**config.mk**
```make
export PLATFORM = sky130hd
export DESIGN_NAME = ula_fdiv_seq
export DESIGN_NICKNAME = d
export VERILOG_FILES = /design/src/rtl/ula_fdiv_seq.sv
export SDC_FILE = /design/constraint.sdc
export NUM_CORES = 1
export LEC_CHECK = 0
export ABC_AREA = 1
export BUFFER_PORTS_ARGS = -buffer_cell sky130_fd_sc_hd__clkbuf_2
export CAP_MARGIN = 30
export CORE_UTILIZATION = 25
export DETAILED_ROUTE_END_ITERATION = 16
export PLACE_DENSITY = 0.46
export SLEW_MARGIN = 0
export SYNTH_ARGS = -nofsm -noshare
export SYNTH_HDL_FRONTEND = slang
export SYNTH_SLANG_ARGS = --single-unit
export TNS_END_PERCENT = 1
```
**constraint.sdc**
```tcl
create_clock -name clk -period 4.7 [get_ports clk]
set_input_delay 0.235 -clock clk [delete_from_list [all_inputs] [get_ports clk]]
set_output_delay 0.235 -clock clk [all_outputs]
set_load 0.02 [all_outputs]
```
**src/rtl/ula_fdiv_seq.sv**
```systemverilog
// ula_fdiv_seq: multi-cycle divider for the custom float format
// {s, e (two's complement), m (integer mantissa, no hidden bit)}, value = (-1)^s * m * 2^e.
// Both operands are pre-normalized (mantissa MSB set). A restoring division then
// produces one quotient bit per cycle, and the result is renormalized and truncated.
//
// state | meaning
// ------+----------------------------------------------------------------
// IDLE  | waiting for start; zero-divisor and zero-dividend answers are produced here
// NORM  | shift each mantissa left until its MSB is set, adjusting its exponent
// DIV   | restoring division, MAN+1 quotient bits, MSB first
// FIX   | pick the quotient window, compute the exponent, publish the result
module ula_fdiv_seq #(
  parameter int NBMANT = 23,
  parameter int NBEXPO = 8
) (
  input  logic                     clk,
  input  logic                     rst,
  input  logic                     start,
  input  logic [NBMANT+NBEXPO:0]   in1,
  input  logic [NBMANT+NBEXPO:0]   in2,
  output logic [NBMANT+NBEXPO:0]   out,
  output logic                     busy,
  output logic                     done,
  output logic                     dbz
);

  localparam int MAN = NBMANT;
  localparam int EXP = NBEXPO;
  localparam int W   = MAN + EXP + 1;
  localparam int CW  = $clog2(MAN + 1);

  // Exponent arithmetic runs in EXP+2 bits so normalization shifts and the
  // difference of two exponents cannot overflow before the final truncation.
  localparam logic [EXP+1:0] MAN_E = (EXP+2)'(MAN);

  typedef enum logic [1:0] {IDLE, NORM, DIV, FIX} state_t;

  state_t          state, state_n;
  logic            sgn, sgn_n;
  logic [MAN-1:0]  m1, m1_n, m2, m2_n;
  logic [EXP+1:0]  e1, e1_n, e2, e2_n;
  logic [MAN:0]    rem, rem_n;
  logic [MAN:0]    q, q_n;
  logic [CW-1:0]   cnt, cnt_n;
  logic [W-1:0]    out_r, out_n;
  logic            done_r, done_n;
  logic            dbz_r, dbz_n;

  logic            in_sgn;
  logic [EXP+1:0]  e_adj;
  logic [EXP-1:0]  fix_exp;
  logic [MAN-1:0]  fix_mant;

  assign in_sgn   = in1[W-1] ^ in2[W-1];

  // The quotient lies in (2^(MAN-1), 2^(MAN+1)); when its top bit is set we
  // keep the upper MAN bits and bump the exponent by one to compensate.
  assign e_adj    = {{(EXP+1){1'b0}}, q[MAN]};
  assign fix_exp  = EXP'(e1 - e2 - MAN_E + e_adj);
  assign fix_mant = q[MAN] ? q[MAN:1] : q[MAN-1:0];

  assign out  = out_r;
  assign done = done_r;
  assign dbz  = dbz_r;
  assign busy = (state != IDLE);

  // State and datapath registers; reset abandons any operation in flight.
  always_ff @(posedge clk or posedge rst) begin
    if (rst) begin
      state  <= IDLE;
      sgn    <= 1'b0;
      m1     <= '0;
      m2     <= '0;
      e1     <= '0;
      e2     <= '0;
      rem    <= '0;
      q      <= '0;
      cnt    <= '0;
      out_r  <= '0;
      done_r <= 1'b0;
      dbz_r  <= 1'b0;
    end else begin
      state  <= state_n;
      sgn    <= sgn_n;
      m1     <= m1_n;
      m2     <= m2_n;
      e1     <= e1_n;
      e2     <= e2_n;
      rem    <= rem_n;
      q      <= q_n;
      cnt    <= cnt_n;
      out_r  <= out_n;
      done_r <= done_n;
      dbz_r  <= dbz_n;
    end
  end

  // Next-state and datapath update; everything holds unless a state changes it.
  always_comb begin
    state_n = state;
    sgn_n   = sgn;
    m1_n    = m1;
    m2_n    = m2;
    e1_n    = e1;
    e2_n    = e2;
    rem_n   = rem;
    q_n     = q;
    cnt_n   = cnt;
    out_n   = out_r;
    done_n  = 1'b0;
    dbz_n   = dbz_r;

    case (state)
      IDLE: begin
        if (start) begin
          sgn_n = in_sgn;
          m1_n  = in1[MAN-1:0];
          m2_n  = in2[MAN-1:0];
          e1_n  = {{2{in1[W-2]}}, in1[W-2:MAN]};
          e2_n  = {{2{in2[W-2]}}, in2[W-2:MAN]};
          // A zero divisor wins over a zero dividend.
          if (in2[MAN-1:0] == '0) begin
            out_n  = {in_sgn, 1'b0, {(EXP-1){1'b1}}, {MAN{1'b1}}};
            done_n = 1'b1;
            dbz_n  = 1'b1;
          end else if (in1[MAN-1:0] == '0) begin
            out_n  = '0;
            done_n = 1'b1;
            dbz_n  = 1'b0;
          end else begin
            state_n = NORM;
          end
        end
      end

      NORM: begin
        if (m1[MAN-1] && m2[MAN-1]) begin
          rem_n   = {1'b0, m1};
          q_n     = '0;
          cnt_n   = CW'(MAN);
          state_n = DIV;
        end else begin
          if (!m1[MAN-1]) begin
            m1_n = m1 << 1;
            e1_n = e1 - 1'b1;
          end
          if (!m2[MAN-1]) begin
            m2_n = m2 << 1;
            e2_n = e2 - 1'b1;
          end
        end
      end

      DIV: begin
        // With both operands normalized the partial remainder stays below
        // 2*m2, so MAN+1 bits always hold it.
        if (rem >= {1'b0, m2}) begin
          rem_n = (rem - {1'b0, m2}) << 1;
          q_n   = {q[MAN-1:0], 1'b1};
        end else begin
          rem_n = rem << 1;
          q_n   = {q[MAN-1:0], 1'b0};
        end
        if (cnt == '0) begin
          state_n = FIX;
        end else begin
          cnt_n = cnt - 1'b1;
        end
      end

      FIX: begin
        out_n   = {sgn, fix_exp, fix_mant};
        done_n  = 1'b1;
        dbz_n   = 1'b0;
        state_n = IDLE;
      end

      default: begin
        state_n = IDLE;
      end
    endcase
  end

endmodule

```
==> impl_metrics.tcl <==
set metrics [dict create \
    grt_pass1_wl_mm 49.5 \
    routedWlPerCell_microns 15.0 \
    rows 72 \
    holdCritPathClass "in2reg" \
    post-synth-top-area-cell "dfrtp_1" \
    required_ns 5.01 \
    path_class "reg2reg" \
    syn-num-nets 1524 \
    ys_types 39 \
    drive_gt1_share_pct 11.7 \
    cts-root-buf "clkbuf_16" \
    grt_usage_pct 15.5 \
    die_w_microns 201 \
    start_kind "flop" \
    stdcell_area_sq_um 11400 \
    synth_edf_count 0 \
    drc_errors 0 \
    diodes 0 \
    vdd_drop_max_uv 357 \
    maxSlewViolCount 0 \
    yosysSeqAreaShare_pct 38.5 \
    reg2reg_slack_ns 2.00 \
    sw_frac_of_total_pct 51.1 \
    dp_slack_ns 2.02 \
    vias_per_cell 4.54 \
    io_buffers 101 \
    end_kind "flop" \
    boundaryPins 102 \
    initial_utilization_pct 25.4 \
    cp_cell_sequence "inv_1 > ha_1 > inv_1 > buf_4 > or2_2 > nand2_1 > inv_1 > nand3_1 > nor2_1 > a21oi_1 > o21ai_0" \
    finalCriticalPeriod_ns 2.70 \
    power_mw 9.00 \
    drt-total-wl_mm 30.2 \
    clockPowerShare_pct 15.4 \
    place_congestion 0.855 \
    total_switching_power_mw 4.60 \
    clock_latency_ns 0.43 \
    relSlewSlack_pct 34.7 \
    final_cell_mix "nand2_1, inv_1, dfrtp_1" \
    fin_ws_ns 2.00 \
    yosysWarnings 0 \
    critPathMaxStageDelay_ns 0.81 \
    layout.nets 1594 \
    placed_cell_area_sq_um 10800 \
    grt_max_degree 84 \
    fillCellCount 4252 \
    cts_tree "done" \
    initialDrtViolationCount 619 \
    fmax_mhz 371 \
    die_y_microns 201 \
    grt_pass1_vias 8959 \
    cts.sinks 152 \
    synthCells 1411 \
    rsz0062_at_grt "false" \
    p_leak_nw 5.99 \
    worstPathMaxFanout 26 \
    path_common_cell "inv_1" \
    drv_cap 0 \
    skew_ns 0.0124 \
    synth_area_leaders "dfrtp_1, nand2_1, inv_1" \
    synth_ff_type "dfrtp_1" \
    syn_to_final_growth_pct 15.5 \
    arrival_ns 3.01 \
    power_density_nw_per_um2 790 \
    post_cts_buffers 0 \
    hold_violations 0 \
    finalSetupViolCount 0 \
    dp_hpwl_mm 22.8 \
    final_common_cell "nand2_1" \
    design.core.area_sq_um 38800 \
    p_seq_share_pct 23.2 \
    grt_overflow 0 \
    cts_buffer_depth 2 \
    synth_area_per_cell_sq_um 6.99 \
    antenna_found_initial 0 \
    worst_slew_pin_slew_ns 0.979 \
    synthDominantCellAreaShare_pct 38.5 \
    cpLargestDelayFamily "adder cells" \
    via_count 9139 \
    tns_ns 0 \
    numCtsBuffers 17 \
    async_flop_share_pct 100 \
    intPower_mw 4.40 \
    crit_slowest_cell "ha_1" \
    comb_power_share_pct 61.4 \
    period_share_pct 57.4 \
    synth_area_sq_um 9870 \
    h-tree-depth 4 \
    clk_pin_slew_ns 0.07 \
    dr.pass1.iters 7 \
    die_area_sq_um 40300 \
    ant_nets 0 \
    synth-seq-cells 152 \
    status "completed" \
    critical_path_buf_inv_count 4 \
]
-- cell families after synthesis --
logic type	synth area share (%)
buffers and inverters	13.2
adders and majority gates	6.06
xor gates and xnor gates	1.15
and+or+nand+nor	25.0
DFF	38.5
AOI/OAI and AO/OA	16.0
-- sequential cells by signal, summed over array words and instances (netlist names) --
register  cells
e2            8
m2           23
out          32
cnt           5
dbz           1
sgn           1
e1            8
q            24
state         2
rem          24
m1           23
done          1
-- final timing paths --
path | from | cells after the start | end
setup / recovery | state[0] | 11 | cnt[4]
hold / removal | in1[24] | 3 | e1[1]
min in group asynchronous | rst | 3 | out[2]
setup reg to reg | state[0] | 11 | cnt[4]
max in group asynchronous | rst | 4 | rem[0]
hold reg to reg | out[14] | 2 | out[14]
-- area by class of cell --
type                            instances  area (sq um)  share of cell area (%)
Sequential cell                       152          3800                    33.4
Multi-Input combinational cell        930          4770                    41.8
Clock inverter                         11           121                    1.06
Tap cell                              518           648                    5.69
Inverter                              269          1010                    8.90
Timing Repair Buffer                  111           583                    5.12
Clock buffer                           21           460                    4.04
-- power groups by stage --
stage	combinational (mW)	clock, mW	sequential (mW)
final	5.53	1.39	2.08
after global routing	6.34	1.48	2.13
after CTS	5.58	1.42	2.08
after detailed placement	5.53	0	2.11
after global placement	5.57	0	2.10
after floorplan	4.19	0	2.03
-- layer usage --
layer	up-vias	part of all wire [%]	global-route usage (%)
met2	196	46	24.7
met3	19	3.5	2.26
met1	4266	50	22.1
li1	4658	-	-
met4	0	0.88	3.05
met5	-	0	0
-- worst register-to-register path: stages (launching register included) --
cell and delay [ns]:
dfrtp_1 0.41, inv_1 0.10, ha_1 0.81, inv_1 0.09
buf_4 0.24, or2_2 0.31, nand2_1 0.14, inv_1 0.10
nand3_1 0.11, nor2_1 0.06, a21oi_1 0.10, o21ai_0 0.09
-- timing repair --
action	in CTS	in global routing
hold buffers	1	0
endpoints found under the hold margin	23	0
resized for setup	0	0
-- stage by stage --
stage               util (%)  std cells  hold WS, ns
finish                  29.4       2012       0.0620
global placement        27.8       1979        0.453
detailed placement      27.8       1979        0.458
global route            29.4       2012       0.0805
floorplan                  -       1411        0.380
CTS                     29.4       2012       0.0503
-- Yosys cell counts, types with 10 or more instances --
master / count
o21ai_0: 89
buf_2: 21
clkbuf_1: 27
nand3_1: 70
a21oi_1: 91
nand2_1: 366
inv_1: 258
nor3_1: 10
nand4_1: 35
o22ai_1: 78
inv_2: 11
dfrtp_1: 152
nor2_1: 84
ha_1: 43
Power figures use the tool's default switching activity.
